--- config.mk ---
export PLATFORM = sky130hd
export DESIGN_NAME = cv1k_eeprom_responder
export DESIGN_NICKNAME = d
export VERILOG_FILES = /design/src/rtl/cv1k_eeprom_pkg.sv /design/src/rtl/cv1k_sync_edge.sv /design/src/rtl/cv1k_eeprom_responder.sv
export SDC_FILE = /design/constraint.sdc
export NUM_CORES = 2
export LEC_CHECK = 0
export CAP_MARGIN = 20
export CORE_MARGIN = 3
export CORE_UTILIZATION = 55
export CTS_BUF_LIST = sky130_fd_sc_hd__clkbuf_4 sky130_fd_sc_hd__clkbuf_8
export DETAILED_ROUTE_END_ITERATION = 8
export PLACE_DENSITY = 0.74
export RECOVER_POWER = 25
export SLEW_MARGIN = 30
export SYNTH_ARGS = -nofsm -noshare
export SYNTH_HDL_FRONTEND = slang
export SYNTH_SLANG_ARGS = --single-unit
--- constraint.sdc ---
create_clock -name clock -period 4.2 [get_ports clock]
set_clock_uncertainty 0.05 [all_clocks]
set_input_delay 1.26 -clock clock [delete_from_list [all_inputs] [get_ports clock]]
set_output_delay 1.26 -clock clock [all_outputs]
set_load 0.01 [all_outputs]
--- src/rtl/cv1k_eeprom_pkg.sv ---
// Shared definitions for the CV1000 serial EEPROM responder.
// Contents: 93C46-style opcodes, extended-op sub-codes (address MSBs),
// FSM state encoding, pending-program kinds, default power-up word and a
// helper that sizes the busy window for whole-array programs.
package cv1k_eeprom_pkg;

  // Two opcode bits following the start bit.
  localparam logic [1:0] OpRead  = 2'b10;
  localparam logic [1:0] OpWrite = 2'b01;
  localparam logic [1:0] OpErase = 2'b11;
  localparam logic [1:0] OpExt   = 2'b00;

  // Extended ops are selected by the two address MSBs.
  localparam logic [1:0] SubEwen = 2'b11;
  localparam logic [1:0] SubEwds = 2'b00;
  localparam logic [1:0] SubEral = 2'b10;
  localparam logic [1:0] SubWral = 2'b01;

  localparam logic [15:0] InitWordDefault = 16'hFFFF;

  typedef enum logic [2:0] {
    StIdle,
    StStart,
    StCmd,
    StRead,
    StWdata,
    StWaitCe,
    StBusy
  } state_e;

  typedef enum logic [1:0] {
    PendNone,
    PendWord,
    PendAll
  } pend_e;

  // Whole-array programs need at least one clock per word.
  function automatic int unsigned busy_len(int unsigned cycles, int unsigned depth);
    return (cycles > depth) ? cycles : depth;
  endfunction

endpackage

--- src/rtl/cv1k_sync_edge.sv ---
// Two-flop synchroniser with edge pulses.
// Ports:
//   clock  - system clock
//   reset  - synchronous active-low reset
//   din    - asynchronous input
//   level  - synchronised level
//   rise   - one-clock pulse when level goes 0 -> 1
//   fall   - one-clock pulse when level goes 1 -> 0
module cv1k_sync_edge (
  input  logic clock,
  input  logic reset,
  input  logic din,
  output logic level,
  output logic rise,
  output logic fall
);

  logic meta_q, sync_q, prev_q;

  always_ff @(posedge clock) begin
    if (!reset) begin
      meta_q <= 1'b0;
      sync_q <= 1'b0;
      prev_q <= 1'b0;
    end else begin
      meta_q <= din;
      sync_q <= meta_q;
      prev_q <= sync_q;
    end
  end

  assign level = sync_q;
  assign rise  = sync_q & ~prev_q;
  assign fall  = ~sync_q & prev_q;

endmodule

--- src/rtl/cv1k_eeprom_responder.sv ---
// Behavioural responder for the CV1000 serial EEPROM port (93C46, x16).
// Decodes bit-banged CE/SK/DI, answers on DO, and models program busy time.
// Ports:
//   clock        - system clock
//   reset        - synchronous active-low reset (memory contents kept)
//   eeprom_ce    - chip enable, active high (async)
//   eeprom_clock - serial clock SK (async)
//   eeprom_di    - serial data in (async)
//   eeprom_do    - serial data out / ready-busy status
//   busy         - program cycle in progress
module cv1k_eeprom_responder
  import cv1k_eeprom_pkg::*;
#(
  parameter int unsigned ADDR_BITS    = 6,
  parameter int unsigned DATA_BITS    = 16,
  parameter int unsigned WRITE_CYCLES = 1000,
  parameter logic [DATA_BITS-1:0] INIT_WORD = DATA_BITS'(InitWordDefault)
) (
  input  logic clock,
  input  logic reset,
  input  logic eeprom_ce,
  input  logic eeprom_clock,
  input  logic eeprom_di,
  output logic eeprom_do,
  output logic busy
);

  localparam int unsigned Depth    = 2 ** ADDR_BITS;
  localparam int unsigned CmdW     = ADDR_BITS + 2;
  localparam int unsigned AllLen   = busy_len(WRITE_CYCLES, Depth);
  // Whole-array commit walks the array in the last Depth clocks of BUSY.
  localparam int unsigned AllStart = AllLen - Depth;
  localparam int unsigned CntW     = $clog2(AllLen + 1);
  localparam int unsigned BitW     = $clog2((CmdW > DATA_BITS) ? CmdW : DATA_BITS);
  localparam int unsigned DbW      = $clog2(DATA_BITS);

  // Synchronised serial inputs.
  logic sk_rise, unused_sk_level, unused_sk_fall;
  logic ce_level, ce_fall, unused_ce_rise;
  logic di_level, unused_di_rise, unused_di_fall;

  cv1k_sync_edge u_sync_sk (
    .clock (clock),
    .reset (reset),
    .din   (eeprom_clock),
    .level (unused_sk_level),
    .rise  (sk_rise),
    .fall  (unused_sk_fall)
  );

  cv1k_sync_edge u_sync_ce (
    .clock (clock),
    .reset (reset),
    .din   (eeprom_ce),
    .level (ce_level),
    .rise  (unused_ce_rise),
    .fall  (ce_fall)
  );

  cv1k_sync_edge u_sync_di (
    .clock (clock),
    .reset (reset),
    .din   (eeprom_di),
    .level (di_level),
    .rise  (unused_di_rise),
    .fall  (unused_di_fall)
  );

  // Storage. Power-up contents only; reset leaves it alone.
  logic [DATA_BITS-1:0] mem_q [Depth] = '{default: INIT_WORD};
  logic                 mem_we;
  logic [ADDR_BITS-1:0] mem_waddr;
  logic [DATA_BITS-1:0] mem_wdata;

  always_ff @(posedge clock) begin
    // Gated by reset so a reset landing on the commit clock writes nothing.
    if (reset && mem_we) begin
      mem_q[mem_waddr] <= mem_wdata;
    end
  end

  state_e               state_q, state_d;
  logic [BitW-1:0]      bit_cnt_q, bit_cnt_d;
  logic [CmdW-2:0]      cmd_sr_q, cmd_sr_d;
  logic [DATA_BITS-2:0] data_sr_q, data_sr_d;
  logic                 wral_q, wral_d;
  logic [ADDR_BITS-1:0] addr_q, addr_d;
  logic [DATA_BITS-1:0] rd_word_q, rd_word_d;
  logic [DbW-1:0]       rd_bit_q, rd_bit_d;
  pend_e                pend_q, pend_d;
  logic [ADDR_BITS-1:0] pend_addr_q, pend_addr_d;
  logic [DATA_BITS-1:0] pend_data_q, pend_data_d;
  logic                 wr_en_q, wr_en_d;
  logic [CntW-1:0]      cnt_q, cnt_d;
  logic                 do_q, do_d;
  logic                 busy_q, busy_d;

  logic [CmdW-1:0]      cmd_next;
  logic [1:0]           opc;
  logic [ADDR_BITS-1:0] cmd_addr;
  logic [1:0]           sub;
  logic [DATA_BITS-1:0] data_next;
  logic [ADDR_BITS-1:0] addr_inc;
  logic [CntW-1:0]      busy_last;

  always_comb begin
    state_d     = state_q;
    bit_cnt_d   = bit_cnt_q;
    cmd_sr_d    = cmd_sr_q;
    data_sr_d   = data_sr_q;
    wral_d      = wral_q;
    addr_d      = addr_q;
    rd_word_d   = rd_word_q;
    rd_bit_d    = rd_bit_q;
    pend_d      = pend_q;
    pend_addr_d = pend_addr_q;
    pend_data_d = pend_data_q;
    wr_en_d     = wr_en_q;
    cnt_d       = cnt_q;
    do_d        = do_q;
    busy_d      = busy_q;
    mem_we      = 1'b0;
    mem_waddr   = pend_addr_q;
    mem_wdata   = pend_data_q;

    cmd_next  = {cmd_sr_q, di_level};
    opc       = cmd_next[CmdW-1 -: 2];
    cmd_addr  = cmd_next[ADDR_BITS-1:0];
    sub       = cmd_addr[ADDR_BITS-1 -: 2];
    data_next = {data_sr_q, di_level};
    addr_inc  = addr_q + ADDR_BITS'(1);
    busy_last = (pend_q == PendAll) ? CntW'(AllLen - 1) : CntW'(WRITE_CYCLES - 1);

    // CE fall during a transfer aborts it; it also beats a same-cycle SK rise.
    if (ce_fall && (state_q inside {StStart, StCmd, StRead, StWdata})) begin
      state_d = StIdle;
      pend_d  = PendNone;
      do_d    = 1'b1;
    end else begin
      unique case (state_q)
        StIdle: begin
          do_d = 1'b1;
          if (ce_level) begin
            state_d = StStart;
          end
        end

        StStart: begin
          if (sk_rise && di_level) begin
            state_d   = StCmd;
            bit_cnt_d = '0;
            pend_d    = PendNone;
          end
        end

        StCmd: begin
          if (sk_rise) begin
            cmd_sr_d  = cmd_next[CmdW-2:0];
            bit_cnt_d = bit_cnt_q + BitW'(1);
            if (bit_cnt_q == BitW'(CmdW - 1)) begin
              addr_d      = cmd_addr;
              pend_addr_d = cmd_addr;
              bit_cnt_d   = '0;
              case (opc)
                OpRead: begin
                  state_d   = StRead;
                  do_d      = 1'b0;  // dummy bit
                  rd_word_d = mem_q[cmd_addr];
                  rd_bit_d  = DbW'(DATA_BITS - 1);
                end
                OpWrite: begin
                  state_d = StWdata;
                  wral_d  = 1'b0;
                end
                OpErase: begin
                  state_d     = StWaitCe;
                  pend_d      = PendWord;
                  pend_data_d = '1;
                end
                default: begin
                  case (sub)
                    SubEwen: begin
                      wr_en_d = 1'b1;
                      state_d = StWaitCe;
                    end
                    SubEwds: begin
                      wr_en_d = 1'b0;
                      state_d = StWaitCe;
                    end
                    SubEral: begin
                      state_d     = StWaitCe;
                      pend_d      = PendAll;
                      pend_data_d = '1;
                    end
                    default: begin
                      state_d = StWdata;
                      wral_d  = 1'b1;
                    end
                  endcase
                end
              endcase
            end
          end
        end

        StRead: begin
          if (sk_rise) begin
            do_d = rd_word_q[rd_bit_q];
            if (rd_bit_q == '0) begin
              // Sequential read rolls into the next word, wrapping at the top.
              addr_d    = addr_inc;
              rd_word_d = mem_q[addr_inc];
              rd_bit_d  = DbW'(DATA_BITS - 1);
            end else begin
              rd_bit_d = rd_bit_q - DbW'(1);
            end
          end
        end

        StWdata: begin
          if (sk_rise) begin
            data_sr_d = data_next[DATA_BITS-2:0];
            bit_cnt_d = bit_cnt_q + BitW'(1);
            if (bit_cnt_q == BitW'(DATA_BITS - 1)) begin
              state_d     = StWaitCe;
              pend_data_d = data_next;
              pend_d      = wral_q ? PendAll : PendWord;
            end
          end
        end

        StWaitCe: begin
          if (ce_fall) begin
            if ((pend_q != PendNone) && wr_en_q) begin
              state_d = StBusy;
              busy_d  = 1'b1;
              cnt_d   = '0;
            end else begin
              state_d = StIdle;
              pend_d  = PendNone;
            end
          end
        end

        StBusy: begin
          do_d  = ~ce_level;
          cnt_d = cnt_q + CntW'(1);
          if (pend_q == PendAll) begin
            if (cnt_q >= CntW'(AllStart)) begin
              mem_we    = 1'b1;
              mem_waddr = ADDR_BITS'(cnt_q - CntW'(AllStart));
            end
          end else if (cnt_q == busy_last) begin
            mem_we = 1'b1;
          end
          if (cnt_q == busy_last) begin
            state_d = StIdle;
            busy_d  = 1'b0;
            pend_d  = PendNone;
            do_d    = 1'b1;
          end
        end

        default: begin
          state_d = StIdle;
          do_d    = 1'b1;
        end
      endcase
    end
  end

  always_ff @(posedge clock) begin
    if (!reset) begin
      state_q     <= StIdle;
      bit_cnt_q   <= '0;
      cmd_sr_q    <= '0;
      data_sr_q   <= '0;
      wral_q      <= 1'b0;
      addr_q      <= '0;
      rd_word_q   <= '0;
      rd_bit_q    <= '0;
      pend_q      <= PendNone;
      pend_addr_q <= '0;
      pend_data_q <= '0;
      wr_en_q     <= 1'b0;
      cnt_q       <= '0;
      do_q        <= 1'b1;
      busy_q      <= 1'b0;
    end else begin
      state_q     <= state_d;
      bit_cnt_q   <= bit_cnt_d;
      cmd_sr_q    <= cmd_sr_d;
      data_sr_q   <= data_sr_d;
      wral_q      <= wral_d;
      addr_q      <= addr_d;
      rd_word_q   <= rd_word_d;
      rd_bit_q    <= rd_bit_d;
      pend_q      <= pend_d;
      pend_addr_q <= pend_addr_d;
      pend_data_q <= pend_data_d;
      wr_en_q     <= wr_en_d;
      cnt_q       <= cnt_d;
      do_q        <= do_d;
      busy_q      <= busy_d;
    end
  end

  assign eeprom_do = do_q;
  assign busy      = busy_q;

endmodule
# Word-level counts from Yosys, hierarchy flattened
# Memory sizes are Yosys's and may differ from the RTL's.
# Index checks and enable logic that the tools add are counted.
[word_totals] reg_bits=101 mem_bits_rw=1024 inputBits=5 out_inout_bits=2 word_cells=190 n_memories=1
[mem_list] name="mem_q" words=64 word_bits=16 rd=2 rd_clocked_by_memory_dff=0 wr=1 line_no="cv1k_eeprom_responder.sv:70" source="logic [DATA_BITS-1:0] mem_q [Depth] = '{default: INIT_WORD};"
[classes] add_sub_neg=5 magnitude_cmp=2 eq_ne=31 muxes=82 n_bitwise=10 n_reduce_logical=36
[ops] op="$mux W16" count=10
[ops] op="$pmux W16 S2" count=3
[ops] op="$mux W6" count=8
[ops] op="$mux W4" count=9
[ops] op="$mux W3" count=9
[ops] op="$reduce_and A6 Y1" count=4
[ops] op="$pmux W3 S7" count=1
[ops] op="$mux W10" count=2
[ops] op="$mux W2" count=10
[ops] op="$pmux W10 S2" count=1
[ops] op="$mux W1" count=18
[ops] op="$ne A2 B2 Y1 const B" count=8
[ops] op="$reduce_and A5 Y1" count=3
[ops] op="$ne A2 B1 Y1 const B" count=7
[ops] op="$pmux W4 S3" count=1
[ops] op="$pmux W6 S2" count=1
[ops] op="$reduce_and A11 Y1" count=1
[ops] op="$add A10 B1 Y10 const B" count=1
[ops] op="$eq A10 B10 Y1 const B" count=1
[ops] op="$eq A2 B2 Y1 const B" count=5
[ops] op="$ge A10 B10 Y1 const B" count=1
[ops] op="$pmux W2 S5" count=1
[ops] op="$reduce_bool A2 Y1" count=5
[ops] op="$eq A3 B3 Y1 const B" count=3
[ops] op="33 further kinds" count=53

# Logic depth before layout (Yosys ltp)
[logic_depth] ltp_word=8 mapped_depth=11 ltp_nobuf=9

# Hierarchy
# From an unflattened synthesis, not the netlist that was laid out.
[hier_totals] cells_unflattened=3310 hier_area_um2=52826.9
[by_module_without_submodules] mod="cv1k_eeprom_responder" instances=1 cells_per_inst=3286 area_each_um2=52552.9
[by_module_without_submodules] mod="cv1k_sync_edge" instances=3 cells_per_inst=8 area_each_um2=91.3

# Worst setup path after synthesis
# No wires, ideal clock.
[synth_timing] kind="input to register" startpoint="in reset" endpoint="mem mem_q[54][0] (enable)" setup_ns=0.388 t_arrival_ns=2.921 required_ns=3.762 slack_ns=0.841 path_stages=5 cell_sequence="nand2_1 a211oi_2 and2b_1 nand2_1 nor2_1"
[synth_between] elab_chain_cells=3
[synth_lines] element="from (decl)" line_no="cv1k_eeprom_responder.sv:20" source="input logic reset,"
[synth_lines] element="$logic_and A1 B1 Y1" line_no="cv1k_eeprom_responder.sv:77" source="if (reset && mem_we) begin"
[synth_lines] element="$mux W1" line_no="cv1k_eeprom_responder.sv:77"
[synth_lines] element="$mux W1 (implied by the code)" line_no="cv1k_eeprom_responder.sv:78" source="mem_q[mem_waddr] <= mem_wdata;"
[synth_lines] element="to (decl)" line_no="cv1k_eeprom_responder.sv:70"
# Every way passes these cells.

# Worst setup path in the final report
[layout_timing] startpoint="reg addr_q[0]" endpoint="reg rd_word_q[10]"
[layout_between] elab_chain_cells=5
[layout_lines] element="from (decl)" line_no="cv1k_eeprom_responder.sv:87" source="logic [ADDR_BITS-1:0] addr_q, addr_d;"
[layout_lines] element="from (signal assigned)" line_no="cv1k_eeprom_responder.sv:295" source="addr_q <= addr_d;"
[layout_lines] element="$add A6 B1 Y6" line_no="cv1k_eeprom_responder.sv:131" source="addr_inc = addr_q + ADDR_BITS'(1);"
[layout_lines] element="$mem_v2 Z64 W16"
[layout_lines] element="$mux W16" line_no="cv1k_eeprom_responder.sv:209" source="if (rd_bit_q == '0) begin"
[layout_lines] element="$mux W16" line_no="cv1k_eeprom_responder.sv:207" source="if (sk_rise) begin"
[layout_lines] element="$pmux W16 S2" line_no="cv1k_eeprom_responder.sv:140" source="unique case (state_q)"
[layout_lines] element="to (signal assigned)" line_no="cv1k_eeprom_responder.sv:296" source="rd_word_q <= rd_word_d;"
[layout_lines] element="to (decl)" line_no="cv1k_eeprom_responder.sv:88" source="logic [DATA_BITS-1:0] rd_word_q, rd_word_d;"
# Every way passes these cells. The select of a mux whose other input is x is not followed.
# A chain may end at the register's enable or synchronous reset.

==> results by stage <==
Drt:
- In the routed layout, each cell is associated on average with a via count of 7.07.
- In this run the remaining antenna-violating nets after routing total 0.
- The number of iterations in the first detailed-routing pass is 7.
- Summed over all layers, the routed wires come to 154000 µm.
- The violation count after the first detailed-routing iteration is 4930.
- Detailed routing inserted a total of 31352 vias.
- The total DRC errors in the routed layout is 0.
- In the final routed layout, each cell accounts on average for 34.8 µm.

Power:
- The design draws 21.7 mW.
- The proportion of power drawn by flip-flops and latches is 0.555.
- For this design the total switching power over the nets is 4.68 mW.
- The worst ir drop on vdd is 210 µV.
- The leakage dissipation is 17.8 nW.
- The total power divided by cell area is 373 nW/µm².
- The internal cell power is 17.0 mW.
- The share of total power dissipated in combinational logic is 0.023.
- The switching part of the total power is 0.216.
- Of the total power, the clock network draws 0.421.

Run:
- Max-cap violations in this run came to 9.

Placed design:
- Including well taps, the total number of placed cells is 4115.
- The post-detailed-placement cell area is 54700 µm².
- During placement, the flow inserted port buffers numbering 6.
- The congestion estimate from routability-driven global placement came to 1.12.
- The detailed placement HPWL is 106000 µm.
- The pre-CTS setup slack is 186 ps.

Clock network:
- The longest clock path from root to sink contains 3 buffers.
- Clock tree synthesis selected as its root buffer the cell sky130_fd_sc_hd__clkbuf_8.
- The clock net in this run drives a total of 1125 sinks.
- Clock-pin slew was measured on the worst setup and hold paths at 70 ps.
- The post-cts repair resize count is 0.
- The number of buffers inserted by post-CTS setup repair is 0.
- The number of buffers inserted by hold repair at cts is 0.
- The clock buffer count from CTS is 179.
- TritonCTS built the clock tree.
- At the later pin of the worst-skew pair, clock insertion delay measures 890 ps.
- CTS built an H-tree with a depth of 4.

Hold path:
- In this run the most critical hold path is launched from u_sync_ce.meta_q.
- The worst hold path endpoint is u_sync_ce.level.
- Along the worst hold path, the cell count comes to 1.
- The class of the tightest hold or removal check is reg -> reg.

Worst setup path:
- The element type at the critical path start is a flip-flop.
- The worst reg-to-reg path cell count is 7.
- The arrival time reported for the critical path endpoint is 4830 ps.
- In this run the critical register-to-register path is launched from addr_q[0].
- The worst setup slack for register-to-register paths is 100 ps.
- STA classifies the critical path endpoint as a flip-flop.
- In this run the critical register-to-register path is captured at rd_word_q[10].
- The kind of critical path is reg -> reg.
- The peak fanout along the critical path is 53.
- For the worst setup path, the data required time is 4930 ps.

Global route:
- The number of antenna violations at the first check in global routing is 8.
- The pin count of the biggest net entering global routing is 81.
- Global routing finished with a remaining overflow of 0.
- The first-pass GRT wire length is 224000 µm.
- The number of global-route vias before repair was 31129.
- The total routing usage reported by global routing is 0.320.

STA:
- The final-report max-slew violation count was 560.
- The worst relative slew slack is -1.46.
- The minimum hold slack is 388 ps.
- Adding up every negative setup slack in the final design gives 0 ps.
- The hold violation count in the final report is 0.
- Setup violations remaining at the end of the flow were counted as 0.
- Of the available clock period, the critical path in the final layout requires 0.976.
- The worst path in the final design needs a cycle of 4100 ps, including I/O delays and setup.
- The slew at the pin closest to its max-slew limit is 3690 ps.
- Setup repair after global routing left no endpoint under its margin.
- Based on the critical path, the design can be clocked at up to 0.244 GHz.
- Once routing completed, OpenROAD measured the worst setup slack at 102 ps.

Floorplan:
- The number of cell rows is 112.
- From bottom edge to top edge, the die measures 314 µm.
- The die is 314 µm wide.
- After floorplanning, the core was sized to cover 93600 µm².
- The number of top-level design ports is 7.
- The effective utilization at floorplan is 0.557.
- The die area is 98500 µm².

Yosys:
- The area share of xor/xnor cells in the synthesized design is 0.00269.
- The number of warnings printed during yosys synthesis is 0.
- The most used flip-flop cell after synthesis is sky130_fd_sc_hd__edfxtp_1.
- The number of synthesized register bits is 1125.
- A synthesized cell averages 18.2 µm².
- Summed over all instances, the cell type with the most area after synthesis is sky130_fd_sc_hd__edfxtp_1.
- Of the post-synthesis cell area, the dominant cell type holds 0.590.
- The fraction of registers with async set or reset after synthesis is 0.
- The fraction of the mapped netlist area in compound gates is 0.0429.
- In the post-synthesis netlist, the cell with the most instances is sky130_fd_sc_hd__edfxtp_1.
- The synthesized instance count is 2869.
- Yosys mapped a number of flops with a built-in enable equal to 1024.
- The number of distinct library cell variants in the gate-level netlist after synthesis is 69.
- The number of nets in the synthesized netlist is 2890.
- By area, the combinational part of the netlist is dominated by multiplexers.
- Summing every instance area after synthesis gives 52200 µm².
- In the post-synthesis netlist, the biggest area contributors are sky130_fd_sc_hd__edfxtp_1 59%, sky130_fd_sc_hd__mux4_2 24%, sky130_fd_sc_hd__dfxtp_1 3.9%.
- The fraction of synthesized area in multiplexers is 0.260.
- The sequential share of the synthesized area is 0.628.
- Of the total synthesized cell area, the portion taken by full adders, half adders and majority gates is 0.00384.
- By count the netlist is led by 1024 x sky130_fd_sc_hd__edfxtp_1, 552 x sky130_fd_sc_hd__mux4_2, 197 x sky130_fd_sc_hd__nor2_1, 147 x sky130_fd_sc_hd__nand2_1, 110 x sky130_fd_sc_hd__mux2i_1.
- The simple-gate share of the synthesized area is 0.0418.

Finish:
- The non-filler instance count after layout is 4437.
- The total number of nets in the final design is 3063.
- The area added between synthesis and finish is 11.5%.
- Measured on the finished design, the core utilization comes to 0.621.
- After routing the design area is 58100 µm².
- Of the cells placed in the final design, the portion with a size suffix greater than 1 is 0.336.

Run status:
- The flow ran to the end, but the final reports show violations.
- The checks that failed: max-capacitance violations, max-slew violations.
## flip-flops by register name (all words and copies together), names as in the netlist, 2 cells and up
| name | cells |
|---|---|
| cnt_q | 10 |
| mem_q | 1024 |
| rd_bit_q | 4 |
| rd_word_q | 16 |
| pend_q | 2 |
| state_q | 3 |
| bit_cnt_q | 4 |
| addr_q | 6 |
| cmd_sr_q | 7 |
| data_sr_q | 15 |
| mem_wdata | 16 |
| pend_addr_q | 6 |
## cells in the final DEF (no fill, tap or decap), types with 42 or more instances in the layout
| cell | instances |
|---|---|
| sky130_fd_sc_hd__edfxtp_1 | 1024 |
| sky130_fd_sc_hd__clkinv_1 | 42 |
| sky130_fd_sc_hd__nand2_1 | 147 |
| sky130_fd_sc_hd__mux4_2 | 552 |
| sky130_fd_sc_hd__mux2i_1 | 110 |
| sky130_fd_sc_hd__buf_4 | 158 |
| sky130_fd_sc_hd__o22ai_1 | 52 |
| sky130_fd_sc_hd__a21oi_1 | 100 |
| sky130_fd_sc_hd__nor2_1 | 177 |
| sky130_fd_sc_hd__clkbuf_4 | 50 |
| sky130_fd_sc_hd__clkbuf_8 | 190 |
| sky130_fd_sc_hd__dfxtp_1 | 91 |
## metal layers
| layer | part of all wire | vias up | GRT usage |
|---|---|---|---|
| li1 | - | 12432 | - |
| met1 | 0.38 | 16365 | 0.459 |
| met2 | 0.44 | 2254 | 0.460 |
| met3 | 0.13 | 291 | 0.108 |
| met4 | 0.043 | 10 | 0.125 |
| met5 | 0.00087 | - | 0 |
## final cells by class
type	count	area [µm²]
Clock buffer	240	2990
Antenna cell	2	5.00
Clock inverter	80	462
Inverter	16	60.1
Fill cell	6546	35500
Multi-Input combinational cell	1519	18400
Tap cell	1254	1570
Timing Repair Buffer	201	1870
Sequential cell	1125	32800
## how the worst max path moves through the flow
| stage | startpoint | end | slack (ps) |
|---|---|---|---|
| floorplan | reset | mem_q[54][0] | 840 |
| global placement | addr_q[0] | rd_word_q[8] | 40 |
| detailed placement | addr_q[0] | rd_word_q[8] | 190 |
| CTS | addr_q[0] | rd_word_q[8] | 160 |
| global route | addr_q[0] | rd_word_q[10] | 70 |
| finish | addr_q[0] | rd_word_q[10] | 100 |
## worst max-delay path, stage by stage (launching register included)
cell and delay [ps]:
sky130_fd_sc_hd__dfxtp_4 520, sky130_fd_sc_hd__buf_12 330, sky130_fd_sc_hd__buf_4 450, sky130_fd_sc_hd__mux4_2 610, sky130_fd_sc_hd__a2111oi_1 1000, sky130_fd_sc_hd__a221oi_1 310, sky130_fd_sc_hd__a22o_1 280, sky130_fd_sc_hd__a221o_1 310
## power by group through the flow
stage | Clock, mW | Sequential, mW | Combinational, mW
2_1_floorplan | 0 | 12.3 | 0.336
3_5_place_dp | 0 | 12.3 | 0.494
6_report | 9.15 | 12.1 | 0.509
3_3_place_gp | 0 | 12.3 | 0.490
4_1_cts | 9.25 | 12.1 | 0.497
5_1_grt | 9.79 | 12.1 | 0.542
## kinds of logic (layout without fill, tap and decap cells)
| family | count (synthesis) | count (layout) |
|---|---|---|
| AND/OR/NAND/NOR | 488 | 488 |
| XOR/XNOR | 16 | 16 |
| adder cells (fa/ha/maj) | 16 | 16 |
| other | 0 | 2 |
| multiplexers | 663 | 663 |
| AO/OA/AOI/OAI | 336 | 336 |
| buffers and inverters | 225 | 537 |
| flip-flops | 1125 | 1125 |
(Power assumes the default switching activity.)
